<file path="src/rtl/shape_select_ctrl.sv">
// shape_select_ctrl: debounces the btnU push-button and steps a wrapping
// selection index once per accepted press. It also provides a one-cycle press
// strobe and the debounced button level.
module shape_select_ctrl #(
    parameter int TICK_DIV    = 100000,  // clk cycles per 1 ms debounce tick
    parameter int DEBOUNCE_MS = 200,     // stable ticks needed, 1..1023
    parameter int NUM_SEL     = 7        // selection values 0..NUM_SEL-1, 2..8
) (
    input  logic       clk,
    input  logic       reset,
    input  logic       btnU,
    input  logic       clear,
    output logic [2:0] sel,
    output logic       press_pulse,
    output logic       btn_level
);

    localparam int PW = (TICK_DIV > 1) ? $clog2(TICK_DIV) : 1;

    localparam logic [PW-1:0] PRESC_LAST = PW'(TICK_DIV - 1);
    localparam logic [9:0]    DEB_TICKS  = 10'(DEBOUNCE_MS);
    localparam logic [2:0]    SEL_LAST   = 3'(NUM_SEL - 1);

    typedef enum logic [1:0] {
        IDLE,
        PRESS_WAIT,
        HELD,
        REL_WAIT
    } state_t;

    // Synchronizer, prescaler, FSM and selection state
    logic          sync1_q, sync1_d;
    logic          sync2_q, sync2_d;
    logic [PW-1:0] presc_q, presc_d;
    state_t        state_q, state_d;
    logic [9:0]    ms_cnt_q, ms_cnt_d;
    logic [2:0]    sel_q, sel_d;
    logic          press_pulse_q, press_pulse_d;

    logic       btn_s;
    logic       tick;
    logic [9:0] ms_cnt_inc;
    logic       window_done;
    logic       accept;

    assign btn_s = sync2_q;
    assign tick  = (presc_q == PRESC_LAST);

    // Synchronizer and prescaler next-state logic
    always_comb begin
        sync1_d = btnU;
        sync2_d = sync1_q;
        presc_d = tick ? '0 : presc_q + PW'(1);
    end

    // Debounce FSM next-state logic; accept marks the PRESS_WAIT->HELD step
    always_comb begin
        // NOTE: every output of a combinational block gets a default first, so no path can leave it unassigned and infer a latch.
        state_d     = state_q;
        ms_cnt_d    = ms_cnt_q;
        accept      = 1'b0;
        ms_cnt_inc  = ms_cnt_q + 10'd1;
        window_done = tick && (ms_cnt_inc == DEB_TICKS);
        unique case (state_q)
            IDLE: begin
                if (btn_s) begin
                    state_d  = PRESS_WAIT;
                    ms_cnt_d = '0;
                end
            end
            PRESS_WAIT: begin
                if (!btn_s) begin
                    // Any glitch throws away the partially counted window
                    state_d  = IDLE;
                    ms_cnt_d = '0;
                end else if (window_done) begin
                    state_d  = HELD;
                    ms_cnt_d = '0;
                    accept   = 1'b1;
                end else if (tick) begin
                    ms_cnt_d = ms_cnt_inc;
                end
            end
            HELD: begin
                if (!btn_s) begin
                    state_d  = REL_WAIT;
                    ms_cnt_d = '0;
                end
            end
            REL_WAIT: begin
                if (btn_s) begin
                    // Release bounce: back to HELD without a new press
                    state_d  = HELD;
                    ms_cnt_d = '0;
                end else if (window_done) begin
                    state_d  = IDLE;
                    ms_cnt_d = '0;
                end else if (tick) begin
                    ms_cnt_d = ms_cnt_inc;
                end
            end
            default: begin
                state_d  = IDLE;
                ms_cnt_d = '0;
            end
        endcase
    end

    // Selection advance with wrap; clear overrides a simultaneous advance
    always_comb begin
        sel_d         = sel_q;
        press_pulse_d = accept;
        if (accept) begin
            sel_d = (sel_q >= SEL_LAST) ? 3'd0 : sel_q + 3'd1;
        end
        if (clear) begin
            sel_d = 3'd0;
        end
    end

    // State registers, all cleared asynchronously by reset
    always_ff @(posedge clk or posedge reset) begin
        // NOTE: sequential state uses non-blocking assignments so every flop samples the pre-edge values of its inputs.
        if (reset) begin
            sync1_q       <= 1'b0;
            sync2_q       <= 1'b0;
            presc_q       <= '0;
            state_q       <= IDLE;
            ms_cnt_q      <= '0;
            sel_q         <= 3'd0;
            press_pulse_q <= 1'b0;
        end else begin
            sync1_q       <= sync1_d;
            sync2_q       <= sync2_d;
            presc_q       <= presc_d;
            state_q       <= state_d;
            ms_cnt_q      <= ms_cnt_d;
            sel_q         <= sel_d;
            press_pulse_q <= press_pulse_d;
        end
    end

    assign sel         = sel_q;
    assign press_pulse = press_pulse_q;
    assign btn_level   = (state_q == HELD) || (state_q == REL_WAIT);

endmodule
</file>
<file path="config.mk">
export PLATFORM = sky130hd
export DESIGN_NAME = shape_select_ctrl
export DESIGN_NICKNAME = d
export VERILOG_FILES = /design/src/rtl/shape_select_ctrl.sv
export SDC_FILE = /design/constraint.sdc
export NUM_CORES = 1
export LEC_CHECK = 0
export ABC_AREA = 0
export CAP_MARGIN = 30
export CORE_ASPECT_RATIO = 1.5
export CORE_MARGIN = 2
export CORE_UTILIZATION = 39
export CTS_BUF_LIST = sky130_fd_sc_hd__clkbuf_16
export DETAILED_ROUTE_END_ITERATION = 10
export GPL_ROUTABILITY_DRIVEN = 0
export SETUP_SLACK_MARGIN = 0.1
export SYNTH_ARGS = -nofsm -noshare
export SYNTH_HDL_FRONTEND = slang
export SYNTH_SLANG_ARGS = --single-unit
</file>
<file path="constraint.sdc">
create_clock -name clk -period 6.3 [get_ports clk]
set_input_delay 1.26 -clock clk [delete_from_list [all_inputs] [get_ports clk]]
set_output_delay 1.26 -clock clk [all_outputs]
set_load 0.01 [all_outputs]
</file>
==> results.toml <==
[outcome]
outcome = "finished, final reports clean"

[placement]
hpwl_mm = 2.848
portBuffers = 8
dp.cells = 235
placed_area_mm2 = 0.001967

[yosys]
syn-cell-area_mm2 = 0.001832
synth_nets = 188
post-synth-top-count-cell = "dfrtp_1"
synthFlopType = "dfrtp_1"
ys_ff_latch = 35
synth_edf_count = 0
syn_inst = 181
ys_seq_area_frac = 0.4781
synth.largest_area_cell = "dfrtp_1"
synth_top_area_frac = 0.4781
synthArstFlopShare = 1.000
synth_area_leaders = "dfrtp_1, nand2_1, xnor2_1"
avgSynthCellArea_um2 = 10.12
synth.distinct_cells = 41
ys_top_cells_by_count = "dfrtp_1, nand2_1, nor2_1"
yosysWarnings = 0

[clock_tree]
ctsHoldBuffers = 0
insertion_delay_ns = 0.28
cts_sinks = 35
cts.repair.resized = 0
cts_tree = "yes"
htreeDepth = 2
root_buffer = "clkbuf_16"
clock_path_buffers = 2
path_clk_slew_ns = 0.05
cts_setup_buffers = 0
cts_buffers = 5

[setup_path]
worstPathArrival_ns = 1.28
reg2reg_slack_ns = 4.10
crit_end = "sel[1]"
end_kind = "primary output"
r2r_end = "ms_cnt_q[4]$_DFFE_PP0P_"
crit_start = "sel[1]$_DFFE_PP0P_"
worstPathMaxFanout = 6
cp_top_family = "buffers and inverters"
reg2reg_from = "presc_q[0]$_DFF_PP0_"
cp_slowest_cell = "clkdlybuf4s50_1"
cp-start-kind = "flop"
cp.buffers_inverters = 1
worst-path-stages = 1
r2r_cells = 7
path_cells = "clkdlybuf4s50_1"
slowest_delay_ns = 0.57
crit_required_ns = 5.04
crit_type = "flop to primary output"

[layout]
post-route-util = 0.4664
fin_cells = 242
fin_area_mm2 = 0.002101
fin_nets = 201
synthToLayoutAreaGrowth_pct = 14.69
antenna_cells = 0
drive_gt1_frac = 0.1134

[sta]
min_period_ns = 2.538
drv_slew = 0
setup-tns-final_ns = 0
worstMarginPinSlew_ns = 0.6170
fmax_ghz = 0.3940
finalClockSkew_ns = 0.004570
post-route-period-util = 0.4029
finalHoldViolations = 0
fin_hold_ws_ns = 0.3518
setup_viol = 0
grt_setup_unrepaired = "false"
relSlewSlack = 0.5871

[routing]
ant_nets = 0
drc = 0
routed_wl_mm = 3.877
drt-vias-per-instance = 5.636
first_pass_iters = 4
dr_total_vias = 1364
drt_iter0_markers = 83
wire_per_inst_um = 16.02

[grt]
grt_max_degree = 36
antenna_found_initial = 0
grt_first_pass_wirelength_mm = 6.665
grt_usage = 0.1709
grt_overflow = 0
grt_pass1_vias = 1432

[power]
p_leak_nw = 0.9167
peakVddDrop_mv = 0.1084
p_per_area_mw_per_mm2 = 223.3

[die]
die_x_um = 59.96
io_pins = 9
dieArea_mm2 = 0.005272
die_y_um = 87.94
start_util = 0.4067
core-area_mm2 = 0.004504
rows = 30

[flow_run]
max_cap_viol_count = 0

[hold_path]
hp-class = "flop to flop"
[logic make-up after synthesis]
family / synth area share
AO/OA/AOI/OAI: 0.1079
XOR/XNOR: 0.07172
adder cells (fa/ha/maj): 0.02049
buffers and inverters: 0.01708
flip-flops: 0.4781
multiplexers: 0.01708
AND/OR/NAND/NOR: 0.2876
[worst min path at each step]
| stage | cells past startpoint | from | slack (ns) | end |
|---|---|---|---|---|
| after CTS | 0 | sync1_q$_DFF_PP0_ | 0.36 | btn_s$_DFF_PP0_ |
| after global placement | 0 | sync1_q$_DFF_PP0_ | 0.34 | btn_s$_DFF_PP0_ |
| after floorplan | 0 | sync1_q$_DFF_PP0_ | 0.33 | btn_s$_DFF_PP0_ |
| final | 0 | sync1_q$_DFF_PP0_ | 0.35 | btn_s$_DFF_PP0_ |
| after detailed placement | 0 | sync1_q$_DFF_PP0_ | 0.34 | btn_s$_DFF_PP0_ |
| after global routing | 0 | sync1_q$_DFF_PP0_ | 0.36 | btn_s$_DFF_PP0_ |
[per-stage QoR]
step / power (W) / worst slack (ns)
after global placement: 0.0002444 / 4.093
after global routing: 0.0004839 / 3.724
after CTS: 0.0004742 / 3.765
final: 0.0004690 / 3.762
after detailed placement: 0.0002449 / 4.068
after floorplan: 0.0002386 / 4.264
[layout by cell type (no fill, tap or decap), types with 5 or more instances in the layout]
master | netlist | routed
xnor2_1 | 8 | 8
dfrtp_1 | 35 | 35
nand2_1 | 23 | 23
a21oi_1 | 8 | 8
inv_1 | 5 | 5
nand4_1 | 5 | 5
clkdlybuf4s50_1 | 0 | 8
nand3_1 | 13 | 13
o21ai_0 | 6 | 6
clkbuf_16 | 0 | 5
xor2_1 | 7 | 7
nor2_1 | 18 | 18
or3_1 | 5 | 5
[layout make-up]
type / instances / area, um^2
Fill cell: 433 / 2404
Multi-Input combinational cell: 138 / 924.6
Sequential cell: 35 / 875.8
Clock buffer: 5 / 125.1
Timing Repair Buffer: 9 / 87.58
Tap cell: 48 / 60.06
Inverter: 5 / 18.77
Clock inverter: 2 / 8.758
[where the power goes]
group | total [W] | switching [W] | internal, W | leakage, nW
Combinational | 0.0000135 | 0.00000946 | 0.00000407 | 0.382
Sequential | 0.000227 | 0.00000112 | 0.000226 | 0.468
Clock | 0.000228 | 0.0000865 | 0.000142 | 0.0671
Total | 0.000469 | 0.0000971 | 0.000372 | 0.917
[sequential cells by signal, summed over array words and instances, names as in the netlist, named ones only]
signal       flops
ms_cnt_q        10
press_pulse      1
presc_q         17
sync1_q          1
state_q          1
btn_s            1
sel              3
[worst reg2reg max path: cells and delay by family, from the launching register on]
family	cells	cell delay [ns]
adders and majority gates	1	0.23
and+or+nand+nor	6	1.53
DFF	1	0.38
[per-layer routing]
| layer | part of all wire | track usage | vias to the layer above |
|---|---|---|---|
| met5 | 0 | 0 | - |
| met4 | 0.020 | 0.07273 | 0 |
| met3 | 0.020 | 0.03988 | 6 |
| met2 | 0.56 | 0.3172 | 15 |
| met1 | 0.40 | 0.1766 | 673 |
| li1 | - | - | 670 |
Power figures use the tool's default switching activity.
